<file path="config.mk">
export PLATFORM = sky130hd
export DESIGN_NAME = servant_uart_wb_master
export DESIGN_NICKNAME = d
export VERILOG_FILES = /design/src/rtl/servant_uart_wb_master.sv
export SDC_FILE = /design/constraint.sdc
export NUM_CORES = 1
export LEC_CHECK = 0
export ABC_AREA = 1
export BUFFER_PORTS_ARGS = -buffer_cell sky130_fd_sc_hd__buf_4
export CAP_MARGIN = 20
export CORE_MARGIN = 2
export CORE_UTILIZATION = 45
export DETAILED_ROUTE_END_ITERATION = 12
export GPL_TIMING_DRIVEN = 0
export PLACE_DENSITY = 0.61
export SLEW_MARGIN = 20
export SYNTH_ARGS = -nofsm -noshare
export SYNTH_HDL_FRONTEND = slang
export SYNTH_SLANG_ARGS = --single-unit
</file>
<file path="constraint.sdc">
create_clock -name i_clk -period 1.9 [get_ports i_clk]
set_input_delay 0.285 -clock i_clk [delete_from_list [all_inputs] [get_ports i_clk]]
set_output_delay 0.285 -clock i_clk [all_outputs]
set_load 0.01 [all_outputs]
</file>
<file path="src/rtl/servant_uart_wb_master.sv">
// servant_uart_wb_master: UART (8N1) command frames -> single Wishbone cycles.
// Host sends 'W' + adr[4] + dat[4] or 'R' + adr[4]; replies 'K' or rdt[4].
//
// Ports:
//   i_clk, i_rst     clock, synchronous active-high reset
//   i_rx / o_tx      UART receive (async, idle high) / transmit (idle high)
//   o_wb_*           Wishbone initiator: adr, dat, sel (always 4'hf), we, cyc
//   i_wb_rdt/ack     Wishbone read data and acknowledge
//   o_busy           high whenever the command FSM is not idle
module servant_uart_wb_master #(
    parameter int CLKS_PER_BIT = 139,
    parameter int TIMEOUT      = 65535
) (
    input  logic        i_clk,
    input  logic        i_rst,
    input  logic        i_rx,
    output logic        o_tx,
    output logic [31:0] o_wb_adr,
    output logic [31:0] o_wb_dat,
    output logic [3:0]  o_wb_sel,
    output logic        o_wb_we,
    output logic        o_wb_cyc,
    input  logic [31:0] i_wb_rdt,
    input  logic        i_wb_ack,
    output logic        o_busy
);

    localparam logic [2:0] S_IDLE = 3'd0;
    localparam logic [2:0] S_ADDR = 3'd1;
    localparam logic [2:0] S_DATA = 3'd2;
    localparam logic [2:0] S_BUS  = 3'd3;
    localparam logic [2:0] S_RESP = 3'd4;

    localparam logic [1:0] R_IDLE  = 2'd0;
    localparam logic [1:0] R_START = 2'd1;
    localparam logic [1:0] R_DATA  = 2'd2;
    localparam logic [1:0] R_STOP  = 2'd3;

    localparam logic [15:0] BIT_END  = 16'(CLKS_PER_BIT - 1);
    localparam logic [15:0] HALF_END = 16'(CLKS_PER_BIT / 2 - 1);
    localparam logic [31:0] TMO_END  = 32'(TIMEOUT);

    // RX synchronizer and deserializer
    logic        rx_meta_q, rx_meta_d;
    logic        rx_sync_q, rx_sync_d;
    logic        rx_prev_q, rx_prev_d;
    logic [1:0]  rx_st_q, rx_st_d;
    logic [15:0] rx_cnt_q, rx_cnt_d;
    logic [2:0]  rx_bit_q, rx_bit_d;
    logic [7:0]  rx_sh_q, rx_sh_d;
    logic        rx_done;
    logic        rx_ferr;

    // Command FSM, bus side and TX serializer
    logic [2:0]  st_q, st_d;
    logic [1:0]  byte_q, byte_d;
    logic [31:0] adr_q, adr_d;
    logic [31:0] dat_q, dat_d;
    logic        we_q, we_d;
    logic        cyc_q, cyc_d;
    logic [31:0] tmo_q, tmo_d;
    logic [31:0] resp_q, resp_d;
    logic [1:0]  tx_left_q, tx_left_d;
    logic [15:0] tx_cnt_q, tx_cnt_d;
    logic [3:0]  tx_bit_q, tx_bit_d;
    logic        tx_q, tx_d;
    logic [7:0]  cur_byte;
    logic        timeout;

    always_comb begin
        rx_meta_d = i_rx;
        rx_sync_d = rx_meta_q;
        rx_prev_d = rx_sync_q;
        rx_st_d   = rx_st_q;
        rx_cnt_d  = rx_cnt_q + 16'd1;
        rx_bit_d  = rx_bit_q;
        rx_sh_d   = rx_sh_q;
        rx_done   = 1'b0;
        rx_ferr   = 1'b0;
        case (rx_st_q)
            R_IDLE: begin
                rx_cnt_d = 16'd0;
                if (rx_prev_q && !rx_sync_q) rx_st_d = R_START;
            end
            R_START: begin
                // A line that is high again mid start bit was a glitch
                if (rx_cnt_q == HALF_END) begin
                    rx_cnt_d = 16'd0;
                    rx_bit_d = 3'd0;
                    rx_st_d  = rx_sync_q ? R_IDLE : R_DATA;
                end
            end
            R_DATA: begin
                if (rx_cnt_q == BIT_END) begin
                    rx_cnt_d = 16'd0;
                    rx_sh_d  = {rx_sync_q, rx_sh_q[7:1]};
                    rx_bit_d = rx_bit_q + 3'd1;
                    if (rx_bit_q == 3'd7) rx_st_d = R_STOP;
                end
            end
            default: begin
                // Leave at mid stop bit so the next start edge is seen
                if (rx_cnt_q == BIT_END) begin
                    rx_cnt_d = 16'd0;
                    rx_st_d  = R_IDLE;
                    rx_done  = rx_sync_q;
                    rx_ferr  = !rx_sync_q;
                end
            end
        endcase
    end

    assign cur_byte = resp_q[31:24];
    assign timeout  = (tmo_q == TMO_END) && (rx_st_q == R_IDLE);

    always_comb begin
        st_d      = st_q;
        byte_d    = byte_q;
        adr_d     = adr_q;
        dat_d     = dat_q;
        we_d      = we_q;
        cyc_d     = cyc_q;
        tmo_d     = (tmo_q == TMO_END) ? tmo_q : tmo_q + 32'd1;
        resp_d    = resp_q;
        tx_left_d = tx_left_q;
        tx_cnt_d  = tx_cnt_q;
        tx_bit_d  = tx_bit_q;
        tx_d      = tx_q;
        case (st_q)
            S_IDLE: begin
                tmo_d  = 32'd0;
                byte_d = 2'd0;
                if (rx_done && (rx_sh_q == 8'h57 || rx_sh_q == 8'h52)) begin
                    st_d = S_ADDR;
                    we_d = (rx_sh_q == 8'h57);
                end
            end
            S_ADDR, S_DATA: begin
                if (rx_done) begin
                    tmo_d  = 32'd0;
                    byte_d = byte_q + 2'd1;
                    if (st_q == S_ADDR) adr_d = {adr_q[23:0], rx_sh_q};
                    else                dat_d = {dat_q[23:0], rx_sh_q};
                    if (byte_q == 2'd3) begin
                        if (st_q == S_ADDR && we_q) begin
                            st_d = S_DATA;
                        end else begin
                            st_d  = S_BUS;
                            cyc_d = 1'b1;
                        end
                    end
                end else if (rx_ferr || timeout) begin
                    st_d = S_IDLE;
                end
            end
            S_BUS: begin
                if (i_wb_ack) begin
                    cyc_d     = 1'b0;
                    st_d      = S_RESP;
                    tx_d      = 1'b0;
                    tx_cnt_d  = 16'd0;
                    tx_bit_d  = 4'd0;
                    resp_d    = we_q ? {8'h4B, 24'h0} : i_wb_rdt;
                    tx_left_d = we_q ? 2'd0 : 2'd3;
                end
            end
            default: begin
                // Bit 0 is start, 1..8 data LSB first, 9 stop
                tx_cnt_d = tx_cnt_q + 16'd1;
                if (tx_cnt_q == BIT_END) begin
                    tx_cnt_d = 16'd0;
                    if (tx_bit_q == 4'd9) begin
                        if (tx_left_q == 2'd0) begin
                            st_d = S_IDLE;
                        end else begin
                            tx_left_d = tx_left_q - 2'd1;
                            resp_d    = {resp_q[23:0], 8'h00};
                            tx_bit_d  = 4'd0;
                            tx_d      = 1'b0;
                        end
                    end else begin
                        tx_bit_d = tx_bit_q + 4'd1;
                        tx_d     = (tx_bit_q == 4'd8) ? 1'b1
                                                      : cur_byte[tx_bit_q[2:0]];
                    end
                end
            end
        endcase
    end

    always_ff @(posedge i_clk) begin
        if (i_rst) begin
            rx_meta_q <= 1'b1;
            rx_sync_q <= 1'b1;
            rx_prev_q <= 1'b1;
            rx_st_q   <= R_IDLE;
            rx_cnt_q  <= 16'd0;
            rx_bit_q  <= 3'd0;
            rx_sh_q   <= 8'd0;
            st_q      <= S_IDLE;
            byte_q    <= 2'd0;
            adr_q     <= 32'd0;
            dat_q     <= 32'd0;
            we_q      <= 1'b0;
            cyc_q     <= 1'b0;
            tmo_q     <= 32'd0;
            resp_q    <= 32'd0;
            tx_left_q <= 2'd0;
            tx_cnt_q  <= 16'd0;
            tx_bit_q  <= 4'd0;
            tx_q      <= 1'b1;
        end else begin
            rx_meta_q <= rx_meta_d;
            rx_sync_q <= rx_sync_d;
            rx_prev_q <= rx_prev_d;
            rx_st_q   <= rx_st_d;
            rx_cnt_q  <= rx_cnt_d;
            rx_bit_q  <= rx_bit_d;
            rx_sh_q   <= rx_sh_d;
            st_q      <= st_d;
            byte_q    <= byte_d;
            adr_q     <= adr_d;
            dat_q     <= dat_d;
            we_q      <= we_d;
            cyc_q     <= cyc_d;
            tmo_q     <= tmo_d;
            resp_q    <= resp_d;
            tx_left_q <= tx_left_d;
            tx_cnt_q  <= tx_cnt_d;
            tx_bit_q  <= tx_bit_d;
            tx_q      <= tx_d;
        end
    end

    assign o_tx     = tx_q;
    assign o_wb_adr = adr_q;
    assign o_wb_dat = dat_q;
    assign o_wb_sel = 4'hf;
    assign o_wb_we  = we_q;
    assign o_wb_cyc = cyc_q;
    assign o_busy   = (st_q != S_IDLE);

endmodule

</file>
Yosys cells after proc, flatten, opt, wreduce, memory -nomap -nowiden
Cells that the tools add are included.
{ "classes": {"n_lt_le_gt_ge": 1, "n_eq_ne": 28, "reduce_logical": 35, "add_sub_neg": 7, "n_mux": 64, "n_bitwise": 2} }
{ "ops": {"columns": ["cell", "n"], "rows": [
  ["two-way mux 32 bit", 7],
  ["case mux 32 bit (2 select lines)", 2],
  ["two-way mux 16 bit", 4],
  ["case mux 16 bit (2 select lines)", 2],
  ["adder 16 x 1 -> 16 bit, second input constant", 2],
  ["adder 32 x 1 -> 32 bit, second input constant", 1],
  ["equality test 16 x 8 -> 1 bit, second input constant", 2],
  ["equality test 32 x 16 -> 1 bit, second input constant", 1],
  ["two-way mux 3 bit", 10],
  ["two-way mux 2 bit", 12],
  ["inequality test 2 bit, second input constant", 9],
  ["equality test 16 x 7 -> 1 bit, second input constant", 1],
  ["equality test 8 x 7 -> 1 bit, second input constant", 2],
  ["two-way mux 4 bit", 4],
  ["AND reduction 5 bit", 3],
  ["two-way mux 1 bit", 14],
  ["nonzero test 4 bit", 3],
  ["nonzero test 2 bit", 5],
  ["case mux 3 bit (3 select lines)", 1],
  ["AND reduction 3 bit", 3],
  ["equality test 4 bit, second input constant", 2],
  ["case mux 2 bit (2 select lines)", 2],
  ["case mux 4 bit (2 select lines)", 1],
  ["AND reduction 2 bit", 4],
  ["other kinds (28)", 40]
]} }
{ "word_totals": {"in_bits": 36, "reg_bits": 190, "out_inout_bits": 72} }

Longest topological paths before layout
Gate-level depths: netlist of run 1.
{ "depth": {"depth_word": 7, "mapped_depth": 14} }

Least setup slack after synthesis of run 1
No wires, ideal clock.
{ "synth_path": {"kind": "reg2reg", "from": "register tmo_q[0]", "to": "register tmo_q[28]", "t_arrival_ps": 1566, "required_ps": 1783, "path_slack_ps": 217, "stages_incl_launch_ff": 10, "path_buffers": 0, "synth_period_minus_slack_ps": 1683, "cell_sequence": "dfxtp_1 -> ha_1 -> nand2_1 -> nor2_2 -> nand2_1 -> nor2_2 -> nand3_1 -> nor3_2 -> xor2_1 -> nor2_1"} }
{ "synth_via": {"elab_chain_len": 4, "elab_cells_between_ends": 5} }
{ "synth_rtl": {"columns": ["item", "line_no", "source"], "rows": [
  ["start, declared", "61", "logic [31:0] tmo_q, tmo_d;"],
  ["start signal, assigned", "226", "tmo_q <= tmo_d;"],
  ["adder 32 x 1 -> 32 bit or equality test 32 x 16 -> 1 bit (tied branches)", "123", "tmo_d = (tmo_q == TMO_END) ? tmo_q : tmo_q + 32'd1;"],
  ["two-way mux 32 bit (*)", "123", null],
  ["two-way mux 32 bit", "139", "if (rx_done) begin"],
  ["case mux 32 bit (2 select lines) (*)", "129", "case (st_q)"]
]} }
Mark *: on every way between the ends. The rest lies on a longest branch, timed or not.
A chain may end at the register's enable or synchronous reset.

Worst setup path after layout of run 1
{ "layout_path": {"from": "register rx_cnt_q[0]", "to": "register dat_q[29], in the netlist o_wb_dat[29]"} }
{ "layout_via": {"elab_chain_len": 4} }
{ "layout_rtl": {"columns": ["item", "line_no", "source"], "rows": [
  ["start, declared", "48", "logic [15:0] rx_cnt_q, rx_cnt_d;"],
  ["start signal, assigned", "217", "rx_cnt_q <= rx_cnt_d;"],
  ["equality test 16 x 8 -> 1 bit", "103", "if (rx_cnt_q == BIT_END) begin"],
  ["two-way mux 1 bit", "103", null],
  ["two-way mux 1 bit", "80", "case (rx_st_q)"],
  ["AND reduction 3 bit (no line)", null, null],
  ["end signal, assigned", "223", "dat_q <= dat_d;"],
  ["end, declared", "58", "logic [31:0] dat_q, dat_d;"]
]} }
Every way passes these cells.

==> metrics.cfg, run 1 <==
[floorplanning]
fp.dieArea_sq_um = 20300
chipWidth_um = 143
io_pins = 108
start_util = 0.461
die_h_um = 143
core_region_area_sq_um = 18800
fp-row-count = 50

[clock_network]
cts_buffer_depth = 2
cts_max_level = 4
cts-buffers-inserted = 17
cts_hold_buf = 0
cts-root-buf = clkbuf_16
path_clk_slew_ns = 0.08
cts_tree = yes
clkSinkCount = 190
clk_latency_ns = 0.43

[pwr]
combPwrFrac = 0.159
clockPowerShare = 0.393
seqPwrFrac = 0.448
power_density_nw_per_um2 = 853
swShare = 0.301
p_switching_uw = 2780
intPower_uw = 6450
irDropWorstVdd_mv = 0.634
power.leakage_uw = 0.00430

[sta]
min_period_ns = 1.84
clock_skew_ns = 0.0102
rsz0062_at_grt = yes
worst_pin_slew_ns = 0.614
hold_violations = 0
setup_violations = 0
hold_ws_ns = 0.0630
finalMaxSlewViolations = 0
layout_worst_path_cycle_share = 0.968
max_freq_mhz = 544
max_slew_margin = 0.591

[placement]
placedInstanceArea_sq_um = 9710
port-buffer-count = 102
dp_hpwl_um = 16000
place.gp.congestion = 0.814
dp.cells = 1555

[global_routing]
grt_use_total = 0.226
grt_pass1_vias = 7752
grt_pass1_wl_um = 37200
overflow = 0
grt_max_degree = 20
antenna_found_initial = 0

[yosys]
synthCells = 1216
synth_cell_types = 45
seq_area_frac_synth = 0.440
ys_seq_elements = 190
ys_warn_count = 0
async_flop_share = 0
postSynthAreaPerCell_sq_um = 7.11
synth_edf_count = 0
synthFlopType = dfxtp_1
synthesis.area_sq_um = 8640

[worst_setup_path]
rrSetupSlack_ns = 0.06
crit_path_max_fanout = 5
worstPathRequired_ns = 2.27
critical_path_class = reg2reg
worstPathArrival_ns = 2.20
cp-start-kind = flop
worstSetupEndpointType = flop

[final_layout]
utilization = 0.576
layout-area-overhead-vs-synth_pct = 25.2
multi_input_area_sq_um = 4360
num-nets-final = 1413
layout_commonest_cell = nand2_1
diodes = 0
layout-drive-gt1-share = 0.191
seq_area_sq_um = 3810
stdcell_area_sq_um = 10800
final_cell_count_no_fill = 1610
fillCellCount = 1827
most-common-layout-cells = 217 x nand2_1, 185 x nor2_1, 185 x dfxtp_1

[route]
drt_wl_total_um = 22700
route.detailed.drc = 0
drt_first_pass_iters = 5
final_antenna_net_count = 0
viasPerCell = 5.09
vias = 8199
wire_per_inst_um = 14.1
first_iter_violations = 470

[worst_hold_path]
min_path_type = in2reg

[job]
maxCapViolations = 0

[outcome]
status = complete, no violations

-- logic make-up after synthesis --
| family | synth area share |
|---|---|
| and+or+nand+nor | 0.278 |
| other | 0.000434 |
| AOI/OAI and AO/OA | 0.159 |
| DFF | 0.440 |
| buffers and inverters | 0.0809 |
| xor gates and xnor gates | 0.0233 |
| adders and majority gates | 0.0188 |
-- Yosys cell counts (all sizes together) (13+ instances only) --
master,instances,share of area
a21oi,115,0.068
dfxtp,190,0.44
buf,21,0.017
nor2,207,0.093
inv,113,0.049
nor3,29,0.017
ha,13,0.019
o21ai,109,0.065
clkbuf,32,0.014
xor2,16,0.016
nand3,63,0.039
nand2,231,0.10
nand4,25,0.018
-- metrics by stage --
stage	setup TNS, ns	setup slack [ns]	total power [uW]
final	0	0.0614	9220
after global routing	-0.438	-0.0739	9630
after CTS	0	0.00314	9170
after detailed placement	-8.10	-0.284	5450
after global placement	-5.55	-0.251	5440
after floorplan	0	0.217	5050
-- layout make-up --
type | count | area share
multi-input combinational | 862 | 0.403
sequential | 190 | 0.353
tap | 234 | 0.0271
clock buffer | 17 | 0.0393
buffer | 52 | 0.0296
clock inverter | 14 | 0.0157
timing repair buffer | 126 | 0.0916
inverter | 115 | 0.0408
-- state kept, by name (all words and copies together) (netlist names) --
signal     cells
tx_left_q      2
rx_prev_d      1
rx_meta_q      1
o_wb_we        1
resp_q        32
o_tx           1
st_q           3
rx_sh_q        8
o_wb_adr      32
byte_q         2
rx_st_q        2
rx_prev_q      1
rx_bit_q       3
tmo_q         32
o_wb_dat      32
rx_cnt_q      16
tx_bit_q       4
tx_cnt_q      16
o_wb_cyc       1
-- worst max-delay path, stage by stage (launching register included) --
cell and delay, ns:
dfxtp_2 0.33, inv_2 0.07, ha_4 0.13, nand2_4 0.05, inv_2 0.07, nand2_2 0.06
nor2_4 0.12, nand3_4 0.09, clkinv_4 0.08, nand2_4 0.06, nor2_4 0.17, buf_6 0.15
buf_6 0.12, buf_8 0.11, o21ai_1 0.05, nor2_1 0.11
-- power by group through the flow --
stage | sequential [uW] | clock [uW] | combinational [uW]
6_report | 4130 | 3620 | 1470
5_1_grt | 4140 | 3840 | 1650
4_1_cts | 4120 | 3690 | 1360
3_5_place_dp | 4210 | 0 | 1240
3_3_place_gp | 4210 | 0 | 1240
2_1_floorplan | 4200 | 0 | 854
-- worst paths after layout --
kind                           from                         to  cells past startpoint
max reg2reg  rx_cnt_q[0]$_SDFF_PP0_  o_wb_dat[29]$_SDFFE_PP0P_                     15
min reg2reg    rx_meta_q$_SDFF_PP1_       rx_prev_d$_SDFF_PP1_                      1
min                            i_rx       rx_meta_q$_SDFF_PP1_                      2
max          rx_cnt_q[0]$_SDFF_PP0_  o_wb_dat[29]$_SDFFE_PP0P_                     15
-- layer usage --
layer	share of wire	up-vias	GRT usage	wire length (um)
met5	0	-	0	0
met4	0.0077	0	0.0495	174
met3	0.042	15	0.0485	954
met2	0.47	144	0.367	10600
met1	0.48	3768	0.310	11000
li1	-	4272	-	-
-- what timing repair did --
action                     CTS  global route
resized for setup           29            76
setup buffers               13             8
setup endpoints to repair  114           150
pin swaps                    7            19
cloned                       2             3
No activity file was read; power rests on OpenSTA's default activity.
==> run 2: changes to the inputs <==
- RECOVER_POWER: default -> 50
==> run 2 against run 1 <==
Net effect: sequential power hardly changed; non-clock buffer count unchanged; power shrank 0.12%; critical path type unchanged.
==> metrics.cfg, run 2 (same netlist as run 1, synthesis figures left out) <==
[global_routing]
overflow = 0  ; unchanged
antenna_found_initial = 0  ; unchanged
grt_pass1_wl_um = 37200  ; unchanged
grt_pass1_vias = 7752  ; unchanged
grt_max_degree = 20  ; unchanged
grt_use_total = 0.226  ; unchanged

[clock_network]
cts_max_level = 4  ; unchanged
path_clk_slew_ns = 0.08  ; about the same
clk_latency_ns = 0.43  ; about the same
cts_buffer_depth = 2  ; unchanged
clkSinkCount = 190  ; unchanged
cts-root-buf = clkbuf_16  ; unchanged
cts-buffers-inserted = 17  ; unchanged
cts_tree = yes  ; unchanged

[sta]
layout_worst_path_cycle_share = 0.967  ; was 0.968
fin_tns_setup_ns = 0  ; unchanged
finalMaxSlewViolations = 0  ; unchanged
hold_violations = 0  ; unchanged
clock_skew_ns = 0.0111  ; was 0.0102 ns
rsz0062_at_grt = yes  ; unchanged
hold_ws_ns = 0.0634  ; was 0.0630 ns
max_freq_mhz = 544  ; about the same
setup_violations = 0  ; unchanged
worst_pin_slew_ns = 0.623  ; was 0.614 ns
max_slew_margin = 0.585  ; was 0.591
min_period_ns = 1.84  ; about the same

[final_layout]
most-common-layout-cells = 217 x nand2_1, 185 x nor2_1, 185 x dfxtp_1  ; unchanged
layout-area-overhead-vs-synth_pct = 23.7  ; was 25.2%
layout-drive-gt1-share = 0.167  ; was 0.191
layout_commonest_cell = nand2_1  ; unchanged
fillCellCount = 1868  ; was 1827
utilization = 0.570  ; was 0.576
diodes = 0  ; unchanged
num-nets-final = 1413  ; unchanged

[placement]
port-buffer-count = 102  ; unchanged
dp_hpwl_um = 16000  ; unchanged
place.gp.congestion = 0.814  ; unchanged

[pwr]
power.leakage_uw = 0.00416  ; was 0.00430 uW
irDropWorstVdd_mv = 0.633  ; was 0.634 mV
power_density_nw_per_um2 = 862  ; was 853 nW/um^2

[worst_hold_path]
hold_end = rx_meta_q$_SDFF_PP1_  ; unchanged
min_path_type = in2reg  ; unchanged
hp-start = i_rx  ; unchanged
min_path_cells = 2  ; unchanged

[worst_setup_path]
worstPathRequired_ns = 2.27  ; about the same
worstPathArrival_ns = 2.20  ; about the same
cp-start-kind = flop  ; unchanged
crit_path_max_fanout = 5  ; unchanged
reg2reg_depth = 15  ; unchanged
worstReg2RegEnd = o_wb_dat[29]$_SDFFE_PP0P_  ; unchanged
worstSetupEndpointType = flop  ; unchanged
rrSetupSlack_ns = 0.06  ; about the same
critical_path_class = reg2reg  ; unchanged
worstReg2RegStart = rx_cnt_q[0]$_SDFF_PP0_  ; unchanged

[floorplanning]
chipWidth_um = 143  ; unchanged
fp.dieArea_sq_um = 20300  ; unchanged
start_util = 0.461  ; unchanged
fp-row-count = 50  ; unchanged
die_h_um = 143  ; unchanged
io_pins = 108  ; unchanged
core_region_area_sq_um = 18800  ; unchanged

[route]
vias = 8242  ; was 8199
viasPerCell = 5.12  ; was 5.09
route.detailed.drc = 0  ; unchanged
first_iter_violations = 505  ; was 470
drt_first_pass_iters = 5  ; unchanged
drt_wl_total_um = 22700  ; about the same
final_antenna_net_count = 0  ; unchanged
wire_per_inst_um = 14.1  ; about the same

[outcome]
status = complete, no violations  ; unchanged

[job]
maxCapViolations = 0  ; unchanged

[run 2: cell type report]
cell class / instances / area [sq um] / area share
Timing Repair Buffer: 126 / 867 / 0.0811
Inverter: 115 / 442 / 0.0413
Clock buffer: 17 / 425 / 0.0398
Clock inverter: 14 / 170 / 0.0159
Tap cell: 234 / 293 / 0.0274
Sequential cell: 190 / 3810 / 0.357
Buffer: 52 / 320 / 0.0299
Multi-Input combinational cell: 862 / 4360 / 0.408
[run 2: critical path, stage by stage, from the launching register on]
cell      delay (ns)
dfxtp_2         0.33
inv_2           0.07
ha_4            0.13
nand2_4         0.05
inv_2           0.07
nand2_2         0.06
nor2_4          0.12
nand3_4         0.09
clkinv_4        0.09
nand2_4         0.06
nor2_4          0.17
buf_6           0.15
buf_6           0.12
buf_8           0.11
o21ai_1         0.05
nor2_1          0.11
[run 2: repair_timing]
item                       4_1_cts  5_1_grt
setup buffers                   13        8
pin swaps                        7       19
cloned                           2        3
gates resized for setup         29       76
setup endpoints to repair      114      150
hold buffers                     0        0
[run 2: how the worst max path moves through the flow]
stage / from / end / slack (ns)
floorplan: tmo_q[0]$_SDFF_PP0_ / tmo_q[28]$_SDFF_PP0_ / 0.22
global placement: i_rst / o_wb_adr[30]$_SDFFE_PP0P_ / -0.25
detailed placement: i_rst / o_wb_adr[30]$_SDFFE_PP0P_ / -0.28
CTS: tx_cnt_q[0]$_SDFFE_PP0P_ / resp_q[30]$_SDFFE_PP0P_ / 0.003
global route: rx_cnt_q[0]$_SDFF_PP0_ / o_wb_dat[24]$_SDFFE_PP0P_ / -0.07
finish: rx_cnt_q[0]$_SDFF_PP0_ / o_wb_dat[29]$_SDFFE_PP0P_ / 0.06
[run 2: routing by layer]
metal | up-vias | wire length (um) | share of wire | track usage
li1 | 4272 | - | - | -
met1 | 3785 | 11000 | 0.48 | 0.310
met2 | 169 | 10600 | 0.47 | 0.367
met3 | 16 | 984 | 0.043 | 0.0485
met4 | 0 | 173 | 0.0076 | 0.0495
met5 | - | 0 | 0 | 0
[run 2: power breakdown]
| part | total, uW | switching, uW | leakage (uW) | internal, uW |
|---|---|---|---|---|
| clock network | 3620 | 1730 | 0.000290 | 1890 |
| registers | 4130 | 75.9 | 0.00153 | 4050 |
| logic | 1460 | 969 | 0.00234 | 495 |
[run 2: metrics by stage]
stage                     area, sq um  total power [uW]  setup slack [ns]  std cells
after global placement           9710              5440            -0.251       1555
after detailed placement         9710              5450            -0.284       1555
final                           10700              9210            0.0625       1610
after floorplan                  8660              5050             0.217       1219
after global routing            10700              9620           -0.0739       1610
after CTS                       10500              9170           0.00314       1601
